==> src/rtl/rtc_pkg.sv <==
// rtl/rtc_pkg.sv - shared constants, trim FSM state and ns/sec normalisation for rtc_multi_pps
//
// Contents:
//   NS_PER_SEC    : nanoseconds per second (64-bit).
//   NS_PER_SEC_30 : the same constant sized to the 30-bit integer-ns field.
//   trim_state_t  : IDLE/ACTIVE state of the frequency-trim window FSM.
//   ns_sec_t      : wide signed ns / unsigned sec pair used during arithmetic.
//   normalise()   : folds an out-of-range ns value back into [0, one_sec).
//                   Each fold moves one second into or out of sec.
package rtc_pkg;

    localparam logic [63:0] NS_PER_SEC    = 64'd1_000_000_000;
    localparam logic [29:0] NS_PER_SEC_30 = 30'd1_000_000_000;

    typedef enum logic {
        TRIM_IDLE   = 1'b0,
        TRIM_ACTIVE = 1'b1
    } trim_state_t;

    typedef struct packed {
        logic signed [63:0] ns;
        logic [63:0]        sec;
    } ns_sec_t;

    // Two folds cover every case the clock produces: an add of
    // ns + period + clamped offset stays below 3 s, and a subtract of a
    // clamped offset stays above -1 s.
    function automatic ns_sec_t normalise(input logic signed [63:0] ns,
                                          input logic [63:0]        sec,
                                          input logic signed [63:0] one_sec);
        ns_sec_t r;
        r.ns  = ns;
        r.sec = sec;
        for (int i = 0; i < 2; i++) begin
            if (r.ns < 0) begin
                r.ns  = r.ns + one_sec;
                r.sec = r.sec - 64'd1;
            end else if (r.ns >= one_sec) begin
                r.ns  = r.ns - one_sec;
                r.sec = r.sec + 64'd1;
            end
        end
        return r;
    endfunction

endpackage

==> src/rtl/rtc_pulse_gen.sv <==
// rtl/rtc_pulse_gen.sv - phase-crossing detector with a fixed-width pulse stretcher
//
// Ports:
//   clk, rst_n : clock and asynchronous active-low reset.
//   en         : crossing detection enable. It is held low for one cycle after a time step.
//   prev_ns    : integer ns of the previous cycle.
//   cur_ns     : integer ns of the current cycle.
//   phase      : ns phase to detect. A value >= 1e9 disables the channel.
//   pulse      : registered pulse, PULSE_CYC cycles wide.
//                A re-trigger restarts the pulse width.
module rtc_pulse_gen
    import rtc_pkg::*;
#(
    parameter int PULSE_CYC = 4
) (
    input  logic        clk,
    input  logic        rst_n,
    input  logic        en,
    input  logic [29:0] prev_ns,
    input  logic [29:0] cur_ns,
    input  logic [29:0] phase,
    output logic        pulse
);

    localparam int CNT_W = $clog2(PULSE_CYC + 1);

    logic [CNT_W-1:0] cnt;
    logic             fire;

    // A backwards move of ns is a second wrap; after a wrap only
    // phases already reached in the new second count as crossed.
    always_comb begin
        fire = 1'b0;
        if (en && (phase < NS_PER_SEC_30)) begin
            if (cur_ns >= prev_ns) begin
                fire = (prev_ns < phase) && (phase <= cur_ns);
            end else begin
                fire = (phase <= cur_ns);
            end
        end
    end

    always_ff @(posedge clk or negedge rst_n) begin
        if (!rst_n) begin
            cnt   <= '0;
            pulse <= 1'b0;
        end else if (fire) begin
            cnt   <= CNT_W'(PULSE_CYC - 1);
            pulse <= 1'b1;
        end else if (cnt != '0) begin
            cnt   <= cnt - CNT_W'(1);
            pulse <= 1'b1;
        end else begin
            pulse <= 1'b0;
        end
    end

endmodule

==> src/rtl/rtc_multi_pps.sv <==
// rtl/rtc_multi_pps.sv - fractional-ns PTP time counter with trim, offset steps and N phase pulses
//
// Ports:
//   clk, rst_n                 : clock and asynchronous active-low reset.
//   time_ld, time_reg_*_in     : absolute time load. It has the highest priority.
//   period_ld, period_in       : nominal per-cycle increment, in ns with NS_FRAC_W fraction bits.
//   adj_ld, adj_ld_data,
//   period_adj, adj_ld_done    : timed frequency trim window. Done pulses when the window ends.
//   offset_ld, offset_ptp_*_in : signed offset step. It is registered, then applied one cycle later.
//   pps_phase_in               : per-channel 30-bit ns phase.
//   time_reg_ns/sec            : current time.
//   time_ptp_ns/sec            : integer-ns view of the current time.
//   time_one_pps               : pulse generated at each second rollover.
//   pps_out                    : per-channel phase pulses.
// Optional (macro RTC_SNAPSHOT_EN):
//   snap_req                   : on its rising edge, captures time_ptp_ns/sec into snap_ns/snap_sec.
//   snap_valid                 : rises one cycle after the capture and stays high until the next request.
module rtc_multi_pps
    import rtc_pkg::*;
#(
    parameter int NS_FRAC_W = 8,
    parameter int SEC_W     = 48,
    parameter int PERIOD_W  = 40,
    parameter int N_PPS     = 2,
    parameter int PULSE_CYC = 4
) (
    input  logic                    clk,
    input  logic                    rst_n,
    input  logic                    time_ld,
    input  logic [30+NS_FRAC_W-1:0] time_reg_ns_in,
    input  logic [SEC_W-1:0]        time_reg_sec_in,
    input  logic                    period_ld,
    input  logic [PERIOD_W-1:0]     period_in,
    input  logic                    adj_ld,
    input  logic [31:0]             adj_ld_data,
    input  logic [PERIOD_W-1:0]     period_adj,
    output logic                    adj_ld_done,
    input  logic                    offset_ld,
    input  logic [31:0]             offset_ptp_ns_in,
    input  logic [SEC_W-1:0]        offset_ptp_sec_in,
    input  logic [N_PPS*30-1:0]     pps_phase_in,
    output logic [30+NS_FRAC_W-1:0] time_reg_ns,
    output logic [SEC_W-1:0]        time_reg_sec,
    output logic [31:0]             time_ptp_ns,
    output logic [SEC_W-1:0]        time_ptp_sec,
    output logic                    time_one_pps,
    output logic [N_PPS-1:0]        pps_out
`ifdef RTC_SNAPSHOT_EN
    ,
    input  logic                    snap_req,
    output logic [31:0]             snap_ns,
    output logic [SEC_W-1:0]        snap_sec,
    output logic                    snap_valid
`endif
);

    localparam int                 NS_W       = 30 + NS_FRAC_W;
    localparam logic signed [63:0] ONE_SEC    = $signed(NS_PER_SEC << NS_FRAC_W);
    localparam logic [31:0]        OFF_NS_MAX = 32'd999_999_999;

    logic [NS_W-1:0]     ns_q;
    logic [SEC_W-1:0]    sec_q;
    logic [PERIOD_W-1:0] period_q;
    logic [PERIOD_W-1:0] adj_q;
    logic [31:0]         adj_cnt;
    trim_state_t         trim_state;
    logic                done_q;

    logic                off_valid_q;
    logic                off_sub_q;
    logic [31:0]         off_ns_q;
    logic [SEC_W-2:0]    off_sec_q;

    logic                step_q;
    logic [29:0]         prev_ns_q;

    logic                apply_off;
    logic signed [63:0]  incr;
    logic signed [63:0]  ns_sum;
    logic signed [63:0]  off_ns_ext;
    logic [63:0]         sec_sum;
    logic [63:0]         off_sec_ext;
    ns_sec_t             nrm;
    logic [NS_W-1:0]     ns_next;
    logic [SEC_W-1:0]    sec_next;

    // A pending offset is dropped when time_ld hits its apply cycle.
    always_comb begin
        apply_off = off_valid_q & ~time_ld;
        incr      = $signed({{(64-PERIOD_W){1'b0}}, period_q});
        if (trim_state == TRIM_ACTIVE) begin
            incr = incr + $signed({{(64-PERIOD_W){adj_q[PERIOD_W-1]}}, adj_q});
        end
        ns_sum      = $signed({{(64-NS_W){1'b0}}, ns_q}) + incr;
        sec_sum     = {{(64-SEC_W){1'b0}}, sec_q};
        off_ns_ext  = $signed(64'(off_ns_q) << NS_FRAC_W);
        off_sec_ext = {{(65-SEC_W){1'b0}}, off_sec_q};
        if (apply_off) begin
            if (off_sub_q) begin
                ns_sum  = ns_sum - off_ns_ext;
                sec_sum = sec_sum - off_sec_ext;
            end else begin
                ns_sum  = ns_sum + off_ns_ext;
                sec_sum = sec_sum + off_sec_ext;
            end
        end
        nrm      = normalise(ns_sum, sec_sum, ONE_SEC);
        ns_next  = NS_W'(nrm.ns);
        sec_next = SEC_W'(nrm.sec);
    end

    always_ff @(posedge clk or negedge rst_n) begin
        if (!rst_n) begin
            ns_q        <= '0;
            sec_q       <= '0;
            period_q    <= '0;
            off_valid_q <= 1'b0;
            off_sub_q   <= 1'b0;
            off_ns_q    <= '0;
            off_sec_q   <= '0;
            step_q      <= 1'b0;
            prev_ns_q   <= '0;
        end else begin
            prev_ns_q   <= ns_q[NS_W-1:NS_FRAC_W];
            step_q      <= time_ld | apply_off;
            off_valid_q <= offset_ld;
            if (period_ld) begin
                period_q <= period_in;
            end
            if (offset_ld) begin
                off_sub_q <= offset_ptp_sec_in[SEC_W-1];
                off_sec_q <= offset_ptp_sec_in[SEC_W-2:0];
                off_ns_q  <= (offset_ptp_ns_in > OFF_NS_MAX) ? OFF_NS_MAX : offset_ptp_ns_in;
            end
            if (time_ld) begin
                ns_q  <= time_reg_ns_in;
                sec_q <= time_reg_sec_in;
            end else begin
                ns_q  <= ns_next;
                sec_q <= sec_next;
            end
        end
    end

    // A new adj_ld always restarts the window. Data 0 only produces done.
    always_ff @(posedge clk or negedge rst_n) begin
        if (!rst_n) begin
            trim_state <= TRIM_IDLE;
            adj_cnt    <= '0;
            adj_q      <= '0;
            done_q     <= 1'b0;
        end else begin
            done_q <= 1'b0;
            if (adj_ld) begin
                adj_q   <= period_adj;
                adj_cnt <= adj_ld_data;
                if (adj_ld_data == 32'd0) begin
                    trim_state <= TRIM_IDLE;
                    done_q     <= 1'b1;
                end else begin
                    trim_state <= TRIM_ACTIVE;
                end
            end else if (trim_state == TRIM_ACTIVE) begin
                adj_cnt <= adj_cnt - 32'd1;
                if (adj_cnt == 32'd1) begin
                    trim_state <= TRIM_IDLE;
                    done_q     <= 1'b1;
                end
            end
        end
    end

    assign adj_ld_done  = done_q;
    assign time_reg_ns  = ns_q;
    assign time_reg_sec = sec_q;
    assign time_ptp_ns  = {2'b00, ns_q[NS_W-1:NS_FRAC_W]};
    assign time_ptp_sec = sec_q;

    // Phase 0 fires only on a wrap, which makes this channel the rollover pulse.
    rtc_pulse_gen #(.PULSE_CYC(PULSE_CYC)) u_one_pps (
        .clk     (clk),
        .rst_n   (rst_n),
        .en      (~step_q),
        .prev_ns (prev_ns_q),
        .cur_ns  (ns_q[NS_W-1:NS_FRAC_W]),
        .phase   (30'd0),
        .pulse   (time_one_pps)
    );

    for (genvar g = 0; g < N_PPS; g++) begin : g_pps
        rtc_pulse_gen #(.PULSE_CYC(PULSE_CYC)) u_pps (
            .clk     (clk),
            .rst_n   (rst_n),
            .en      (~step_q),
            .prev_ns (prev_ns_q),
            .cur_ns  (ns_q[NS_W-1:NS_FRAC_W]),
            .phase   (pps_phase_in[g*30 +: 30]),
            .pulse   (pps_out[g])
        );
    end

`ifdef RTC_SNAPSHOT_EN
    logic snap_req_q;
    logic snap_pend;

    always_ff @(posedge clk or negedge rst_n) begin
        if (!rst_n) begin
            snap_req_q <= 1'b0;
            snap_pend  <= 1'b0;
            snap_ns    <= '0;
            snap_sec   <= '0;
            snap_valid <= 1'b0;
        end else begin
            snap_req_q <= snap_req;
            snap_pend  <= 1'b0;
            if (snap_req && !snap_req_q) begin
                snap_ns    <= time_ptp_ns;
                snap_sec   <= sec_q;
                snap_valid <= 1'b0;
                snap_pend  <= 1'b1;
            end else if (snap_pend) begin
                snap_valid <= 1'b1;
            end
        end
    end
`endif

endmodule

==> config.mk <==
export PLATFORM = sky130hd
export DESIGN_NAME = rtc_multi_pps
export DESIGN_NICKNAME = d
export VERILOG_FILES = /design/src/rtl/rtc_pkg.sv /design/src/rtl/rtc_pulse_gen.sv /design/src/rtl/rtc_multi_pps.sv
export SDC_FILE = /design/constraint.sdc
export NUM_CORES = 2
export LEC_CHECK = 0
export ABC_CLOCK_PERIOD_IN_PS = 10900
export CAP_MARGIN = 40
export CORE_MARGIN = 10
export CORE_UTILIZATION = 45
export CTS_CLUSTER_SIZE = 30
export DETAILED_ROUTE_END_ITERATION = 10
export PLACE_DENSITY = 0.78
export SLEW_MARGIN = 15
export SYNTH_ARGS = -nofsm -noshare
export SYNTH_HDL_FRONTEND = slang
export SYNTH_SLANG_ARGS = --single-unit
==> constraint.sdc <==
create_clock -name clk -period 10.9 [get_ports clk]
set_clock_uncertainty 0.05 [all_clocks]
set_input_delay 2.18 -clock clk [delete_from_list [all_inputs] [get_ports clk]]
set_output_delay 2.18 -clock clk [all_outputs]
set_load 0.03 [all_outputs]
==> flow_summary_export.csv <==
group,metric,value,unit
final_layout,design_area,61140,sq um
logic_synthesis,syn_area_per_cell,7.559,sq um
clock_tree,cts.sinks,324,
power_and_ir_drop,peakVddDrop,0.3923,mV
power_and_ir_drop,p_leak,26.75,nW
floorplanning,die_y,327.6,um
logic_synthesis,async_flop_share,100.0,%
worst_setup_path,cp_num_cells,48,
clock_tree,path_clk_slew,0.06,ns
clock_tree,clk_latency,0.64,ns
logic_synthesis,yosys_most_used_dff,"dfrtp_1",
floorplanning,pin_count,514,
clock_tree,root_buffer,"clkbuf_16",
worst_setup_path,cp-end-kind,"flip-flop",
worst_setup_path,cp.required,11.37,ns
logic_synthesis,yosys.area.top_type_share,19.04,%
power_and_ir_drop,p_per_area,405.2,nW/um^2
timing,fmax,0.09140,GHz
floorplanning,fp-row-count,112,
logic_synthesis,synthTopCellsByCount,"nand2_1, o21ai_0, a21oi_1",
drt,firstDrtPassIters,7,
final_layout,drive_gt1_share,26.50,%
timing,hold_ws,0.4685,ns
logic_synthesis,synth_edf_count,0,
floorplanning,initial_core_util,45.50,%
drt,drc,0,
status,violations,"setup timing",
hold_path,min_path_type,"flip-flop to flip-flop",
worst_setup_path,crit_slowest_cell,"or4_4",
logic_synthesis,synth_top_family_by_area,"compound AO/OA/AOI/OAI gates",
logic_synthesis,yosys-top-cells-area,"dfrtp_1, ha_1, o21ai_0, a21oi_1, nand2_1",
logic_synthesis,synth_xor_area_share,5.923,%
worst_setup_path,path_max_fanout,5,
clock_tree,clock_path_buffers,3,
drt,first_iter_violations,5352,
placed_design,place_area,56290,sq um
logic_synthesis,syn_inst,5634,
grt,antenna_found_initial,22,
grt,grt_usage,33.62,%
logic_synthesis,yosysMostFrequentCell,"nand2_1",
status,status,"complete, but fails checks",
drt,avgViaCountPerCell,6.167,
logic_synthesis,synthAdderAreaFrac,11.81,%
logic_synthesis,yosysWarnings,0,
timing,drv_slew,0,
grt,first_global_vias,49740,
placed_design,place_ws,-0.8607,ns
final_layout,layout.nets,7830,
logic_synthesis,yosys.area_share.simple,23.85,%
worst_setup_path,worstSetupPathType,"flip-flop to flip-flop",
worst_setup_path,critPathMaxStageDelay,0.55,ns
worst_setup_path,cp.arrival,11.41,ns
clock_tree,cts_made_buffers,43,
worst_setup_path,reg2reg_depth,48,
logic_synthesis,ys_ff_latch,324,
floorplanning,die_w,327.6,um
job,max-cap-violations,0,
worst_setup_path,path_delay_family,"simple AND/OR/NAND/NOR gates",
timing,finalHoldViolCount,0,
timing,rsz0062_at_grt,"true",
final_layout,area_delta_synth_final,43.57,%
logic_synthesis,synth_mux_area_share,5.118,%
logic_synthesis,synth_top_area_cell,"dfrtp_1",
drt,wirelength,195200,um
drt,ant_nets,0,
timing,worst_slack,-0.04048,ns
logic_synthesis,synth_compound_area_share,27.31,%
logic_synthesis,yosysUniqueCellTypes,123,
drt,via_count,51750,
timing,slew_headroom,36.46,%
timing,tightestPinTransition,0.9473,ns
hold_path,worstHoldPathCells,1,
floorplanning,coreArea,93610,sq um
logic_synthesis,syn_area,42590,sq um
clock_tree,cts_tree,"done",
grt,grt_pass1_wl,287800,um
floorplanning,die-area,107300,sq um
timing,final-setup-viol-count,8,
worst_setup_path,cp_common_cell,"buf_4",
timing,period_needed,10.94,ns
logic_synthesis,ys_seq_area_share,19.04,%
grt,gr-total-overflow,0,
placed_design,gp_congestion,1.026,
placed_design,io_buffers,511,
worst_setup_path,worstSetupStartpointType,"flip-flop",
timing,post-route-period-util,100.4,%
placed_design,dp_hpwl,152800,um
worst_setup_path,path_buf_inv,8,
clock_tree,htree_num_levels,2,
grt,grt_start_max_net_pins,171,
drt,wl_per_cell,23.26,um
## final timing paths
path / from / to / slack, ns
setup / recovery: period_q[13] / time_ptp_sec[42] / -0.04
hold / removal: adj_q[2] / adj_q[2] / 0.47
setup reg to reg: period_q[13] / time_ptp_sec[42] / -0.04
hold reg to reg: adj_q[2] / adj_q[2] / 0.47
max in group asynchronous: rst_n / off_sec_q[28] / 7.66
min in group asynchronous: rst_n / adj_q[14] / 1.46
## worst reg2reg max path: cells and delay by family (launching register included)
| family | cells | cell delay (ns) |
|---|---|---|
| AOI/OAI and AO/OA | 16 | 3.64 |
| xor gates and xnor gates | 2 | 0.31 |
| adders and majority gates | 3 | 0.89 |
| buffers and inverters | 8 | 1.08 |
| DFF | 1 | 0.42 |
| muxes | 1 | 0.31 |
| and+or+nand+nor | 18 | 4.12 |
## flip-flops by register name (all words and copies together), names as in the netlist
name	flops
adj_cnt	32
adj_ld_done	1
adj_q	40
g_pps.u_pps.cnt	6
g_pps.u_pps.pulse	2
off_ns_q	32
off_sec_q	47
off_sub_q	1
off_valid_q	1
period_q	40
prev_ns_q	30
step_q	1
time_ptp_sec	48
time_reg_ns	38
trim_state	1
u_one_pps.cnt	3
u_one_pps.pulse	1
## per-stage QoR
stage / instances / total power, mW / setup TNS, ns / utilization, %
2_1_floorplan: 5635 / 12.02 / 0 / -
3_3_place_gp: 8185 / 20.53 / -27.14 / 60.03
3_5_place_dp: 8192 / 20.80 / -37.94 / 60.14
4_1_cts: 8290 / 22.87 / 0 / 62.51
5_1_grt: 8383 / 26.26 / -19.71 / 65.30
6_report: 8391 / 24.77 / -0.1705 / 65.32
## report_power, final
| group | leakage [nW] | switching [mW] | total, mW | internal [mW] |
|---|---|---|---|---|
| Combinational | 22.2 | 11.4 | 21.2 | 9.77 |
| Clock | 0.743 | 0.652 | 1.60 | 0.943 |
| Sequential | 3.81 | 0.549 | 2.03 | 1.48 |
| Total | 26.8 | 12.6 | 24.8 | 12.2 |
## layout make-up
class | count | area [sq um]
diodes | 17 | 42.54
clock buffers | 59 | 1237
clock inverters | 19 | 287.8
fillers | 7979 | 32460
inverters | 345 | 1300
multi-input cells | 4631 | 33770
flip-flops and latches | 324 | 8113
well taps | 1254 | 1569
repair buffers | 1742 | 14820
## placed cells by master (no fill, tap or decap), drive strengths merged, types with 119 or more instances in the layout
cell           synthesis  routed
a21oi                419     419
buf                  144    1233
clkdlybuf4s50          0     506
dfrtp                324     324
ha                   394     394
inv                  344     349
mux2                 155     155
nand2                538     538
nand3                144     144
nand4                119     119
nor2                 414     414
nor3                 182     182
o21ai                448     448
xnor2                202     202
## metal layers
layer	global-route usage (%)	wire, um	part of all wire (%)
met2	56.51	90240	46
met5	0	64	0.033
met4	16.08	11130	5.7
met3	5.948	17260	8.8
met1	41.29	76500	39
## logic make-up after synthesis
logic type / count (synthesis)
xor+xnor: 288
mux: 198
other cells: 1
fa+ha+maj: 399
simple gates: 1996
compound gates: 1747
buf+inv: 681
flops: 324
## what timing repair did
item / CTS / global route
pin swaps: 53 / 133
setup endpoints to repair: 69 / 69
hold buffers: 0 / 0
gates resized for setup: 130 / 381
buffers inserted: 20 / 80
gates cloned: 0 / 4
(Power assumes the default switching activity.)
